## src/rtl/vend_pkg.sv

```systemverilog
// Shared definitions for the multi-product vending controller:
// coin encodings, coin values, controller states and the coin value helper.
package vend_pkg;

    localparam logic [1:0] COIN_NONE = 2'b00;
    localparam logic [1:0] COIN_5    = 2'b01;
    localparam logic [1:0] COIN_10   = 2'b10;
    localparam logic [1:0] COIN_20   = 2'b11;

    localparam logic [4:0] VAL_5  = 5'd5;
    localparam logic [4:0] VAL_10 = 5'd10;
    localparam logic [4:0] VAL_20 = 5'd20;

    typedef enum logic [1:0] {
        ST_IDLE   = 2'd0,
        ST_ACCUM  = 2'd1,
        ST_CHANGE = 2'd2
    } vend_state_e;

    function automatic logic [4:0] coin_value(input logic [1:0] coin);
        logic [4:0] val;
        case (coin)
            COIN_5:  val = VAL_5;
            COIN_10: val = VAL_10;
            COIN_20: val = VAL_20;
            default: val = 5'd0;
        endcase
        return val;
    endfunction

endpackage

```

## src/rtl/vend_stock_bank.sv

```systemverilog
// Per-item saturating stock counters with vend decrement and restock add,
// plus a registered sold-out vector.
module vend_stock_bank
    import vend_pkg::*;
#(
    parameter int NUM_ITEMS  = 4,
    parameter int STOCK_W    = 4,
    parameter int INIT_STOCK = 8,
    localparam int ISEL_W    = $clog2(NUM_ITEMS)
) (
    input  logic                 clk,
    input  logic                 reset,
    input  logic                 dec_valid,
    input  logic [ISEL_W-1:0]    dec_item,
    input  logic                 restock_valid,
    input  logic [ISEL_W-1:0]    restock_item,
    input  logic [STOCK_W-1:0]   restock_qty,
    output logic [NUM_ITEMS-1:0] avail,
    output logic [NUM_ITEMS-1:0] sold_out
);

    localparam logic [STOCK_W:0] STOCK_MAX = {1'b0, {STOCK_W{1'b1}}};

    for (genvar i = 0; i < NUM_ITEMS; i++) begin : g_item
        logic [STOCK_W-1:0] stock;
        logic [STOCK_W:0]   sum;
        logic               dec_hit;
        logic               add_hit;

        assign dec_hit = dec_valid && (dec_item == ISEL_W'(i));
        assign add_hit = restock_valid && (restock_item == ISEL_W'(i));

        // A decrement is only issued when stock is nonzero, so the
        // combined add-then-subtract cannot underflow; only the top clips.
        always_comb begin
            sum = {1'b0, stock};
            if (add_hit) sum = sum + {1'b0, restock_qty};
            if (dec_hit) sum = sum - (STOCK_W+1)'(1);
        end

        always_ff @(posedge clk) begin
            if (reset) begin
                stock <= STOCK_W'(INIT_STOCK);
            end else begin
                stock <= (sum > STOCK_MAX) ? STOCK_MAX[STOCK_W-1:0] : sum[STOCK_W-1:0];
            end
        end

        assign avail[i] = (stock != '0);
    end

    always_ff @(posedge clk) begin
        if (reset) begin
            sold_out <= {NUM_ITEMS{INIT_STOCK == 0}};
        end else begin
            sold_out <= ~avail;
        end
    end

endmodule

```

## src/rtl/vend_ctrl_multi.sv

```systemverilog
// Multi-product vending controller: credit accumulation, product selection,
// stock tracking and greedy single-coin change/refund over valid/ack.
//
// state     | meaning
// ST_IDLE   | credit is zero, waiting for the first coin
// ST_ACCUM  | credit > 0, accepting coins, selections and cancel
// ST_CHANGE | paying out credit one coin at a time
module vend_ctrl_multi
    import vend_pkg::*;
#(
    parameter int NUM_ITEMS = 4,
    parameter int CREDIT_W  = 8,
    parameter logic [NUM_ITEMS*CREDIT_W-1:0] PRICE_LIST = {8'd20, 8'd15, 8'd10, 8'd15},
    parameter int MAX_CREDIT = 50,
    parameter int STOCK_W    = 4,
    parameter int INIT_STOCK = 8,
    localparam int ISEL_W    = $clog2(NUM_ITEMS)
) (
    input  logic                 clk,
    input  logic                 reset,
    input  logic [1:0]           coin_in,
    input  logic                 sel_valid,
    input  logic [ISEL_W-1:0]    sel_item,
    input  logic                 cancel,
    input  logic                 restock_valid,
    input  logic [ISEL_W-1:0]    restock_item,
    input  logic [STOCK_W-1:0]   restock_qty,
    input  logic                 change_ack,
    output logic                 vend_valid,
    output logic [ISEL_W-1:0]    vend_item,
    output logic                 change_valid,
    output logic [1:0]           change_coin,
    output logic                 coin_reject,
    output logic [CREDIT_W-1:0]  credit,
    output logic [NUM_ITEMS-1:0] sold_out
);

    vend_state_e         state, state_next;
    logic [CREDIT_W-1:0] credit_next;
    logic                vend_next;
    logic                reject_next;

    logic [CREDIT_W-1:0] price_arr [NUM_ITEMS];
    logic [CREDIT_W-1:0] price_sel;
    logic [CREDIT_W-1:0] coin_val;
    logic [CREDIT_W-1:0] remainder;
    logic [CREDIT_W:0]   credit_sum;
    logic                coin_fits;
    logic                coin_present;
    logic                item_ok;
    logic                sel_ok;
    logic                cancel_ok;
    logic [1:0]          greedy_coin;
    logic [NUM_ITEMS-1:0] stock_avail;

    for (genvar i = 0; i < NUM_ITEMS; i++) begin : g_price
        assign price_arr[i] = PRICE_LIST[i*CREDIT_W +: CREDIT_W];
    end

    always_comb begin
        coin_present = (coin_in != COIN_NONE);
        coin_val     = CREDIT_W'(coin_value(coin_in));
        credit_sum   = {1'b0, credit} + {1'b0, coin_val};
        coin_fits    = (credit_sum <= (CREDIT_W+1)'(MAX_CREDIT));
        item_ok      = (32'(sel_item) < NUM_ITEMS);
        price_sel    = item_ok ? price_arr[sel_item] : '0;
        remainder    = credit - price_sel;
        // Stock check uses the pre-update counter, so a same-cycle restock
        // cannot make an empty item vendable.
        sel_ok       = (state == ST_ACCUM) && sel_valid && item_ok &&
                       stock_avail[sel_item] && (credit >= price_sel);
        cancel_ok    = (state == ST_ACCUM) && cancel;
    end

    always_comb begin
        if (credit >= CREDIT_W'(VAL_20)) begin
            greedy_coin = COIN_20;
        end else if (credit >= CREDIT_W'(VAL_10)) begin
            greedy_coin = COIN_10;
        end else if (credit >= CREDIT_W'(VAL_5)) begin
            greedy_coin = COIN_5;
        end else begin
            greedy_coin = COIN_NONE;
        end
    end

    always_comb begin
        state_next  = state;
        credit_next = credit;
        vend_next   = 1'b0;
        reject_next = 1'b0;
        case (state)
            ST_IDLE, ST_ACCUM: begin
                if (cancel_ok) begin
                    state_next  = ST_CHANGE;
                    reject_next = coin_present;
                end else if (sel_ok) begin
                    credit_next = remainder;
                    vend_next   = 1'b1;
                    reject_next = coin_present;
                    state_next  = (remainder != '0) ? ST_CHANGE : ST_IDLE;
                end else if (coin_present) begin
                    if (coin_fits) begin
                        credit_next = credit_sum[CREDIT_W-1:0];
                        state_next  = ST_ACCUM;
                    end else begin
                        reject_next = 1'b1;
                    end
                end
            end
            ST_CHANGE: begin
                reject_next = coin_present;
                if (change_ack) begin
                    credit_next = credit - CREDIT_W'(coin_value(greedy_coin));
                    if (credit_next == '0) state_next = ST_IDLE;
                end
            end
            default: begin
                state_next  = ST_IDLE;
                credit_next = '0;
            end
        endcase
    end

    always_ff @(posedge clk) begin
        if (reset) begin
            state       <= ST_IDLE;
            credit      <= '0;
            vend_valid  <= 1'b0;
            vend_item   <= '0;
            coin_reject <= 1'b0;
        end else begin
            state       <= state_next;
            credit      <= credit_next;
            vend_valid  <= vend_next;
            vend_item   <= sel_ok ? sel_item : '0;
            coin_reject <= reject_next;
        end
    end

    assign change_valid = (state == ST_CHANGE);
    assign change_coin  = (state == ST_CHANGE) ? greedy_coin : COIN_NONE;

    vend_stock_bank #(
        .NUM_ITEMS  (NUM_ITEMS),
        .STOCK_W    (STOCK_W),
        .INIT_STOCK (INIT_STOCK)
    ) u_stock (
        .clk           (clk),
        .reset         (reset),
        .dec_valid     (sel_ok),
        .dec_item      (sel_item),
        .restock_valid (restock_valid),
        .restock_item  (restock_item),
        .restock_qty   (restock_qty),
        .avail         (stock_avail),
        .sold_out      (sold_out)
    );

endmodule

```

## config.mk

```make
export PLATFORM = sky130hd
export DESIGN_NAME = vend_ctrl_multi
export DESIGN_NICKNAME = d
export VERILOG_FILES = /design/src/rtl/vend_pkg.sv /design/src/rtl/vend_stock_bank.sv /design/src/rtl/vend_ctrl_multi.sv
export SDC_FILE = /design/constraint.sdc
export NUM_CORES = 1
export LEC_CHECK = 0
export CAP_MARGIN = 20
export CELL_PAD_IN_SITES_DETAIL_PLACEMENT = 2
export CELL_PAD_IN_SITES_GLOBAL_PLACEMENT = 2
export CORE_MARGIN = 2
export CORE_UTILIZATION = 36
export CTS_BUF_LIST = sky130_fd_sc_hd__clkbuf_4 sky130_fd_sc_hd__clkbuf_8
export DETAILED_ROUTE_END_ITERATION = 10
export GPL_TIMING_DRIVEN = 0
export PLACE_DENSITY = 0.83
export REMOVE_ABC_BUFFERS = 1
export SLEW_MARGIN = 20
export SYNTH_ARGS = -nofsm -noshare
export SYNTH_HDL_FRONTEND = slang
export SYNTH_HIERARCHICAL = 1
export SYNTH_SLANG_ARGS = --single-unit
```

## constraint.sdc

```tcl
create_clock -name clk -period 4.66 [get_ports clk]
set_input_delay 1.398 -clock clk [delete_from_list [all_inputs] [get_ports clk]]
set_output_delay 1.398 -clock clk [all_outputs]
set_load 0.01 [all_outputs]
```

Yosys cells after proc, flatten, opt, wreduce, memory -nomap -nowiden
Cells that the tools add are included.
- register bits: 34
- reduce and logical (&&, ||, !) cells: 31
- magnitude comparators: 11
- bitwise logic cells: 4
- $add $sub $neg: 11
- multiplexer cells: 45
- equality and inequality tests: 21
- operators by type and width (kind ; number):
    $mux W8 ; 7
    $mux W5 ; 10
    $pmux W5 S3 ; 2
    $add A4 B4 Y5 ; 4
    $gt A5 B4 Y1 const B ; 4
    $mux W2 ; 10
    $sub A5 B1 Y5 const B ; 4
    $eq A2 B2 Y1 const B ; 9
    $bmux W8 S2 ; 1
    $pmux W8 S2 ; 1
    $reduce_bool A4 Y1 ; 4
    $logic_and A1 B1 Y1 ; 12
    $mux W3 ; 4
    $reduce_or A2 Y1 ; 6
    $eq A2 B1 Y1 const B ; 5
    $add A8 B5 Y9 ; 1
    $le A9 B6 Y1 const B ; 1
    $ge A8 B3 Y1 const B ; 1
    $ge A8 B4 Y1 const B ; 1
    $ge A8 B5 Y1 const B ; 1
    $ge A8 B8 Y1 ; 1
    $logic_not A8 Y1 ; 1
    $ne A4 B4 Y1 const B ; 2
    $reduce_and A4 Y1 ; 2
    other kinds (18) ; 29

Longest topological paths before layout
Gate-level depths: netlist of run 1.
- depth after elaboration: 13
- depth in mapped cells: 13
- mapped depth without buffers: 12

Modules after synthesis
The synthesis of run 1 kept the hierarchy.
- by module, submodules not included (module ; sequential area each (µm²) ; area each (µm²) ; times used ; cells each):
    vend_ctrl_multi ; 280.3 ; 1883.1 ; 1 ; 244
    vend_stock_bank ; 400.4 ; 1775.5 ; 1 ; 211

Worst setup path before layout of run 1
OpenSTA, ideal clock, no wires.
- kind: in2reg
- start point: input sel_item[0]
- end point: register u_stock.g_item[0].stock[3]
- data arrival time: 4.062 ns
- cell stages on the path: 13
- setup time: 0.129 ns
- buffers on the path: 2
- path slack: 0.469 ns
- cell sequence: inv_1 ha_1 fa_1 nand2b_1 o2bb2ai_1 a211oi_2 clkbuf_1 nor2b_1 nor2b_1 clkbuf_1 a41oi_1 a31oi_1 nand3b_1
- longest elaborated chain between the ends: 10
- elaborated cells between the ends (all ways): 14
- those cells by class: order compare: 2; mux: 6; bitwise: 1; reduce/logical: 5
- RTL lines (element ; RTL line ; source):
    start: declaration ; vend_ctrl_multi.sv:23 ; input logic [ISEL_W-1:0] sel_item,
    $not A2 Y3 (not written as such) ; vend_ctrl_multi.sv:66 ; price_sel = item_ok ? price_arr[sel_item] : '0;
    $bmux W8 S2 ; vend_ctrl_multi.sv:66 ;
    $mux W8 (not written as such) (2 in a row) ; vend_ctrl_multi.sv:66 ;
    $ge A8 B8 Y1 ; vend_ctrl_multi.sv:71 ; stock_avail[sel_item] && (credit >= price_sel);
    $logic_and A1 B1 Y1 (*) ; vend_ctrl_multi.sv:71 ;
    named net sel_ok ; vend_ctrl_multi.sv:51 ; logic sel_ok;
    $logic_and A1 B1 Y1 (*) ; vend_stock_bank.sv:30 ; assign dec_hit = dec_valid && (dec_item == ISEL_W'(i));
    $mux W5 (*) ; vend_stock_bank.sv:38 ; if (dec_hit) sum = sum - (STOCK_W+1)'(1);
    $gt A5 B4 Y1 ; vend_stock_bank.sv:45 ; stock <= (sum > STOCK_MAX) ? STOCK_MAX[STOCK_W-1:0] : sum[STOCK_W-1:0];
    $reduce_or A2 Y1 (no source line) ; - ;
    end signal: assignment ; vend_stock_bank.sv:43 ; stock <= STOCK_W'(INIT_STOCK);
    end signal: assignment ; vend_stock_bank.sv:45 ;
    end: declaration ; vend_stock_bank.sv:25 ; logic [STOCK_W-1:0] stock;
Mark *: on every way through the listed nets, which the timed path passes. The rest lies on a longest branch. The select of a mux whose other input is x is not followed.
A chain may end at the register's enable or synchronous reset.

Worst setup path after layout of run 1
- start point: input coin_in[0]
- end point: register credit[2]
- longest elaborated chain between the ends: 8
- elaborated cells between the ends (all ways): 15
- those cells by class: add/sub: 1; order compare: 1; eq/ne: 5; mux: 6; reduce/logical: 2
- RTL lines (element ; RTL line ; source):
    start: declaration ; vend_ctrl_multi.sv:21 ; input logic [1:0] coin_in,
    branches (longest 8 deep; another with $add A8 B5 Y9) ; - ;
    end signal: assignment ; vend_ctrl_multi.sv:134 ; credit <= credit_next;
    end: declaration ; vend_ctrl_multi.sv:34 ; output logic [CREDIT_W-1:0] credit,
Several ways; the timed one is not identified. The select of a mux whose other input is x is not followed.

==> out/qor.yml, run 1 <==
status: "completed"
slew_headroom_pct: 43.2
dieArea_um2: 11000
port_buffers: 34
cts.clk_slew.worst_paths_ns: 0.08
yosys_warnings: 6
track_usage_pct: 23.6
crit_chain: "clkdlybuf4s50_1 -> nor2b_1 -> ha_1 -> inv_1 -> fa_1 -> nand2b_1 -> a21oi_1 -> nand4_1 -> a2111oi_4 -> buf_4 -> a22oi_4 -> nor3b_1 -> nor4_2"
grt_overflow: 0
io-pin-count: 35
finalCriticalPeriod_ns: 4.42
start_util_pct: 37.3
synth_cell_types: 65
final-hold-violation-count: 0
cts_tree: "built"
synthArstFlopShare_pct: 0
ir_drop_v: 0.000292
total_power_uw: 2400
numCtsBuffers: 5
die_h_um: 105
hold_class: "reg -> reg"
synth_area_leaders: "dfxtp_1 19%, ha_1 12%, a21oi_1 6.4%"
post-route-period-util_pct: 94.9
wl_per_cell_um: 20.4
drive_above_1_share_pct: 7.45
ant_nets: 0
crit_required_ns: 4.81
grt_pass1_vias: 3918
setup_viol: 0
viasPerCell: 5.79
fin_worst_skew_ns: 0.0102
first_pass_iters: 4
antenna_found_initial: 0
crit_fanout: 6
drc: 0
synth_edf_count: 0
core-area_um2: 9820
die_w_um: 105
rsz0062_at_grt: "no"
clockBufferDepth: 2
cp.arrival_ns: 4.57
avgSynthCellArea_um2: 8.04
worstSkewPairLatency_ns: 0.29
place_hpwl_um: 9770
finalMaxSlewViolations: 0
timing.max_cap.violations: 0
crit_slowest_cell: "clkdlybuf4s50_1"
max_freq_mhz: 226
grt_first_pass_wirelength_um: 20900
drt_iter0_drc: 155
via_count: 3565
cts.sinks: 34
worst_pin_slew_ns: 0.844
yosysTopAreaCellShare_pct: 18.6
globalplace.congestion: 0.875
routed_wl_um: 12500
cts-root-buf: "clkbuf_8"
grt_start_max_net_pins: 36
critPathKind: "in -> reg"
whs_ns: 0.565
antenna_cells: 0
fin_nets: 540
synth_ff_type: "dfxtp_1"
rows: 36
ys_ff_latch: 34
ys_seq_area_share_pct: 18.6
synthesis.instances: 455
cp-start-kind: "input port"
utilization_pct: 42.8
synth_top_area_cell: "dfxtp_1"
htree_num_levels: 2
netlist_area_um2: 3660
max_stage_delay_ns: 0.55
crit_path_end_kind: "flop"
pwr_density_cell_nw_per_um2: 571
syn_to_final_growth_pct: 14.9
total_leakage_power_uw: 0.00157
-- layout make-up --
| cell class | count | area [µm²] |
|---|---|---|
| Inverter | 34 | 128 |
| Timing Repair Buffer | 36 | 345 |
| Tap cell | 133 | 166 |
| Multi-Input combinational cell | 372 | 2800 |
| Clock buffer | 6 | 76.3 |
| Sequential cell | 34 | 681 |
| Fill cell | 1137 | 5620 |
| Clock inverter | 1 | 7.51 |
-- sequential cells by signal (all words and copies together) (netlist names) --
name                  count
vend_item                 2
vend_valid                1
state                     2
coin_reject               1
u_stock/g_item.stock     16
credit                    8
u_stock/sold_out          4
-- kinds of logic after synthesis --
family	after synthesis	synth area share, %
AOI/OAI and AO/OA	123	23.3
xor gates and xnor gates	35	8.38
adders and majority gates	41	15.5
buffers and inverters	50	6.02
DFF	34	18.6
muxes	12	4.41
and+or+nand+nor	160	23.8
-- path summary, 6_finish.rpt --
check	slack [ns]	to	start	cells after the start
max reg2reg	0.88	state[1]	credit[5]	11
min reg2reg	0.56	state[0]	state[0]	2
min	0.56	state[0]	state[0]	2
max	0.24	credit[2]	coin_in[0]	13
-- through the flow --
stage | instance area [µm²] | setup slack [ns] | setup TNS [ns] | instances
finish | 4200 | 0.239 | 0 | 616
global route | 4200 | 0.00272 | 0 | 616
CTS | 4180 | 0.0346 | 0 | 615
detailed placement | 4080 | -0.847 | -12.74 | 606
global placement | 4070 | -1.01 | -18.05 | 606
floorplan | 3570 | 0.459 | 0 | 439
-- timing repair --
item | 4_1_cts | 5_1_grt
hold buffers | 0 | 0
cloned | 1 | 0
buffers inserted | 1 | 1
gates resized for setup | 4 | 5
setup endpoints to repair | 22 | 14
pin swaps | 1 | 1
-- cells in the final DEF (no fill, tap or decap), types with 4 or more instances in the layout --
cell type | synthesis | layout
a211o_1 | 4 | 4
a211oi_1 | 6 | 6
a21oi_1 | 47 | 47
a221oi_1 | 6 | 6
a31oi_1 | 4 | 4
and2_1 | 7 | 7
and3_1 | 5 | 5
clkbuf_8 | 0 | 5
clkdlybuf4s50_1 | 0 | 31
dfxtp_1 | 34 | 34
fa_1 | 7 | 7
ha_1 | 34 | 34
inv_1 | 34 | 34
mux2_2 | 4 | 4
nand2_1 | 29 | 29
nand2b_1 | 13 | 13
nand3_1 | 10 | 10
nand3b_1 | 10 | 10
nand4_1 | 5 | 5
nor2_1 | 35 | 34
nor2b_1 | 11 | 10
nor3_1 | 6 | 6
nor3b_1 | 7 | 7
nor4_1 | 5 | 5
o2111ai_1 | 4 | 4
o21ai_0 | 15 | 15
o21bai_1 | 4 | 4
o31ai_1 | 4 | 4
or4_1 | 4 | 4
xnor2_1 | 20 | 20
xor2_1 | 15 | 15
-- per-layer routing --
layer / part of all wire (%) / track usage [%]
met1: 48 / 32.2
met2: 49 / 41.1
met3: 2.7 / 2.43
met4: 0.97 / 3.62
met5: 0 / 0
-- Yosys cell counts (4+ instances only) --
library cell  instances
a21oi_1              47
nor2_1               35
dfxtp_1              34
ha_1                 34
inv_1                34
nand2_1              29
xnor2_1              20
o21ai_0              15
xor2_1               15
nand2b_1             13
nor2b_1              11
clkbuf_1             10
nand3_1              10
nand3b_1             10
and2_1                7
fa_1                  7
nor3b_1               7
a211oi_1              6
a221oi_1              6
nor3_1                6
and3_1                5
nand4_1               5
nor4_1                5
a211o_1               4
a31oi_1               4
buf_6                 4
mux2_2                4
o2111ai_1             4
o21bai_1              4
o31ai_1               4
or4_1                 4
-- worst max-delay path, delay by kind of cell --
| kind | cells | cell delay (ns) |
|---|---|---|
| compound gates | 3 | 0.72 |
| fa+ha+maj | 2 | 0.64 |
| buf+inv | 3 | 0.80 |
| simple gates | 5 | 1.00 |
-- report_power, final --
group / switching (µW) / internal (µW) / leakage [µW]
logic: 982 / 719 / 0.00126
registers: 129 / 347 / 0.000278
clock network: 114 / 108 / 0.0000407
Power figures use the tool's default switching activity.
==> run 2, diff against run 1 <==
--- a/config.mk
+++ b/config.mk
@@ -5,6 +5,7 @@
 export SDC_FILE = /design/constraint.sdc
 export NUM_CORES = 1
 export LEC_CHECK = 0
+export ABC_CLOCK_PERIOD_IN_PS = 4660
 export CAP_MARGIN = 20
 export CELL_PAD_IN_SITES_DETAIL_PLACEMENT = 2
 export CELL_PAD_IN_SITES_GLOBAL_PLACEMENT = 2
==> results of run 2 <==
The final DEF is identical to that of run 1; final timing and power are the same.
==> run 3, diff against run 2 <==
--- a/config.mk
+++ b/config.mk
@@ -5,16 +5,17 @@
 export SDC_FILE = /design/constraint.sdc
 export NUM_CORES = 1
 export LEC_CHECK = 0
+export ABC_AREA = 1
 export ABC_CLOCK_PERIOD_IN_PS = 4660
 export CAP_MARGIN = 20
 export CELL_PAD_IN_SITES_DETAIL_PLACEMENT = 2
 export CELL_PAD_IN_SITES_GLOBAL_PLACEMENT = 2
 export CORE_MARGIN = 2
-export CORE_UTILIZATION = 36
+export CORE_UTILIZATION = 33
 export CTS_BUF_LIST = sky130_fd_sc_hd__clkbuf_4 sky130_fd_sc_hd__clkbuf_8
 export DETAILED_ROUTE_END_ITERATION = 10
 export GPL_TIMING_DRIVEN = 0
-export PLACE_DENSITY = 0.83
+export PLACE_DENSITY = 0.82
 export REMOVE_ABC_BUFFERS = 1
 export SLEW_MARGIN = 20
 export SYNTH_ARGS = -nofsm -noshare
==> run 3 against run 2 <==
Synthesized cell count rose by 26%. Fmax is 2.6% higher. Global-route usage down 2.1 points. Setup slack improved by 0.11 ns. Critical path type unchanged. Highest routed layer unchanged.
==> out/qor.yml, run 3 <==
use_met1_pct: 24.9
busiest_layer: "met2"
p_sw_share_pct: 54.3
worstSkewPairLatency_ns: 0.30
netlist_area_um2: 3740
cts-root-buf: "clkbuf_8"
grt_util_met3_pct: 2.20
fin_worst_skew_ns: 0.00989
grt_overflow: 0
synth_area_leaders: "dfxtp_1 18%, nand2_1 12%, ha_1 11%"
die_h_um: 110
drc: 0
clockBufferDepth: 2
synth_common_cells: "124 x nand2_1, 87 x inv_1, 57 x nand3_1"
cp.arrival_ns: 4.54
seq_power_share_pct: 20.1
crit_path_end_kind: "flop"
r2r_start: "credit[1]"
ir_drop_v: 0.000258
fin_nets: 666
htree_num_levels: 2
routed_wl_um: 12900
max_flop_register: "u_stock/g_item.stock"
switchingPower_uw: 1220
via_count: 3913
synth_ff_type: "dfxtp_1"
pwr_density_cell_nw_per_um2: 517
cts_tree: "built"
top_regs: "u_stock/g_item.stock x16, credit x8, u_stock/sold_out x4"
crit_fanout: 11
status: "completed"
start_util_pct: 34.2
yosysTopAreaCellShare_pct: 18.2
timing.max_cap.violations: 0
place_hpwl_um: 10500
mostFrequentLayoutCell: "nand2_1"
wl_per_cell_um: 17.1
numCtsBuffers: 5
grt_start_max_net_pins: 24
core-area_um2: 10900
rsz0062_at_grt: "no"
rows: 38
first_pass_iters: 4
grt_first_pass_wirelength_um: 21700
power_frac_comb_pct: 69.0
cp-startpoint: "sel_item[1]"
die_w_um: 110
yosys_warnings: 6
largest_reg_flops: 16
setup_viol: 0
drt_iter0_drc: 93
hp-start: "u_stock/g_item[0].stock[0]"
grt_use_met2_pct: 43.1
total_power_uw: 2240
synthesis.instances: 572
max_freq_mhz: 232
ant_nets: 0
finalMaxSlewViolations: 0
finalCriticalPeriod_ns: 4.31
clockPowerShare_pct: 10.9
drive_above_1_share_pct: 12.0
dieArea_um2: 12200
ys_seq_area_share_pct: 18.2
post-route-period-util_pct: 92.5
total_leakage_power_uw: 0.00204
worst_pin_slew_ns: 0.594
antenna_found_initial: 0
cts.clk_slew.worst_paths_ns: 0.09
ys_ff_latch: 34
synthArstFlopShare_pct: 0
cp-start-kind: "input port"
critPathKind: "in -> reg"
synth_top_area_cell: "dfxtp_1"
antenna_cells: 0
io-pin-count: 35
dp_cells: 738
slew_headroom_pct: 60.4
power.internal_uw: 1020
final_cell_count_no_fill: 750
viasPerCell: 5.22
track_usage_pct: 21.5
final-hold-violation-count: 0
yosysMostFrequentCell: "nand2_1"
hold_class: "reg -> reg"
crit_required_ns: 4.89
synth_cell_types: 42
synth_edf_count: 0
hold_buffers: 0
r2r_slack_ns: 1.39
port_buffers: 34
cts.sinks: 34
grt_pass1_vias: 4268
mostFrequentLayoutCells: "123 x nand2_1, 86 x inv_1, 57 x nand3_1"
avgSynthCellArea_um2: 6.53
globalplace.congestion: 0.855
syn_to_final_growth_pct: 16.0
## run 3: layout make-up
class                      instances  area (µm²)
clock buffer                       5        68.8
clock inverter                     3        21.3
fill                            1355        6600
inverter                          99         375
multi-input combinational        431        2640
sequential                        34         681
tap                              140         175
timing repair buffer              38         368
## run 3: critical path, cell delays in order
cell	delay, ns
clkdlybuf4s50_1	0.62
nand2_1	0.18
fa_1	0.48
o21ai_2	0.21
nand2_1	0.11
o21ai_1	0.23
nand2_4	0.16
clkinvlp_4	0.15
buf_4	0.13
nand4_1	0.16
nor2_1	0.23
nand2_1	0.10
nand2_1	0.07
nand2_1	0.14
a21oi_1	0.17
## run 3: metrics by stage
step	setup WS [ns]	TNS [ns]	area, µm²	utilization [%]	hold slack, ns
final	0.352	0	4330	39.6	0.645
after CTS	0.0325	0	4320	39.5	0.655
after global routing	0.0356	0	4330	39.6	0.690
after global placement	-0.476	-5.61	4200	38.4	0.610
after floorplan	0.887	0	3680	-	0.515
after detailed placement	-0.557	-7.59	4200	38.4	0.631
## run 3: power groups by stage
| stage | logic [µW] | registers, µW | clock network (µW) |
|---|---|---|---|
| after floorplan | 1080 | 429 | 0 |
| after global placement | 1440 | 456 | 0 |
| after detailed placement | 1530 | 459 | 0 |
| after CTS | 1550 | 453 | 250 |
| after global routing | 1750 | 462 | 261 |
| final | 1550 | 450 | 244 |
## run 3: path summary, 6_finish.rpt
kind | end | cells after the start
setup / recovery | u_stock/g_item[3].stock[2] | 15
hold / removal | u_stock/sold_out[0] | 3
setup reg to reg | u_stock/g_item[3].stock[2] | 14
hold reg to reg | u_stock/sold_out[0] | 3
## run 3: kinds of logic after synthesis
kind of cell,count (synthesis),share of synthesized area [%]
compound gates,82,13.1
xor+xnor,18,4.22
fa+ha+maj,41,15.1
buf+inv,107,11.3
flops,34,18.2
mux,2,0.703
simple gates,288,37.3
## run 3: timing repair
action | CTS | global route
endpoints found under the hold margin | 0 | 0
pin swaps | 0 | 0
endpoints found under the setup margin | 18 | 23
gates resized for setup | 1 | 4
setup buffers | 4 | 0
## run 3: metal layers
layer	share of wire, %	wire length (µm)
met5	0	0
met4	0.61	79
met1	42	5420
met3	2.2	284
met2	55	7080
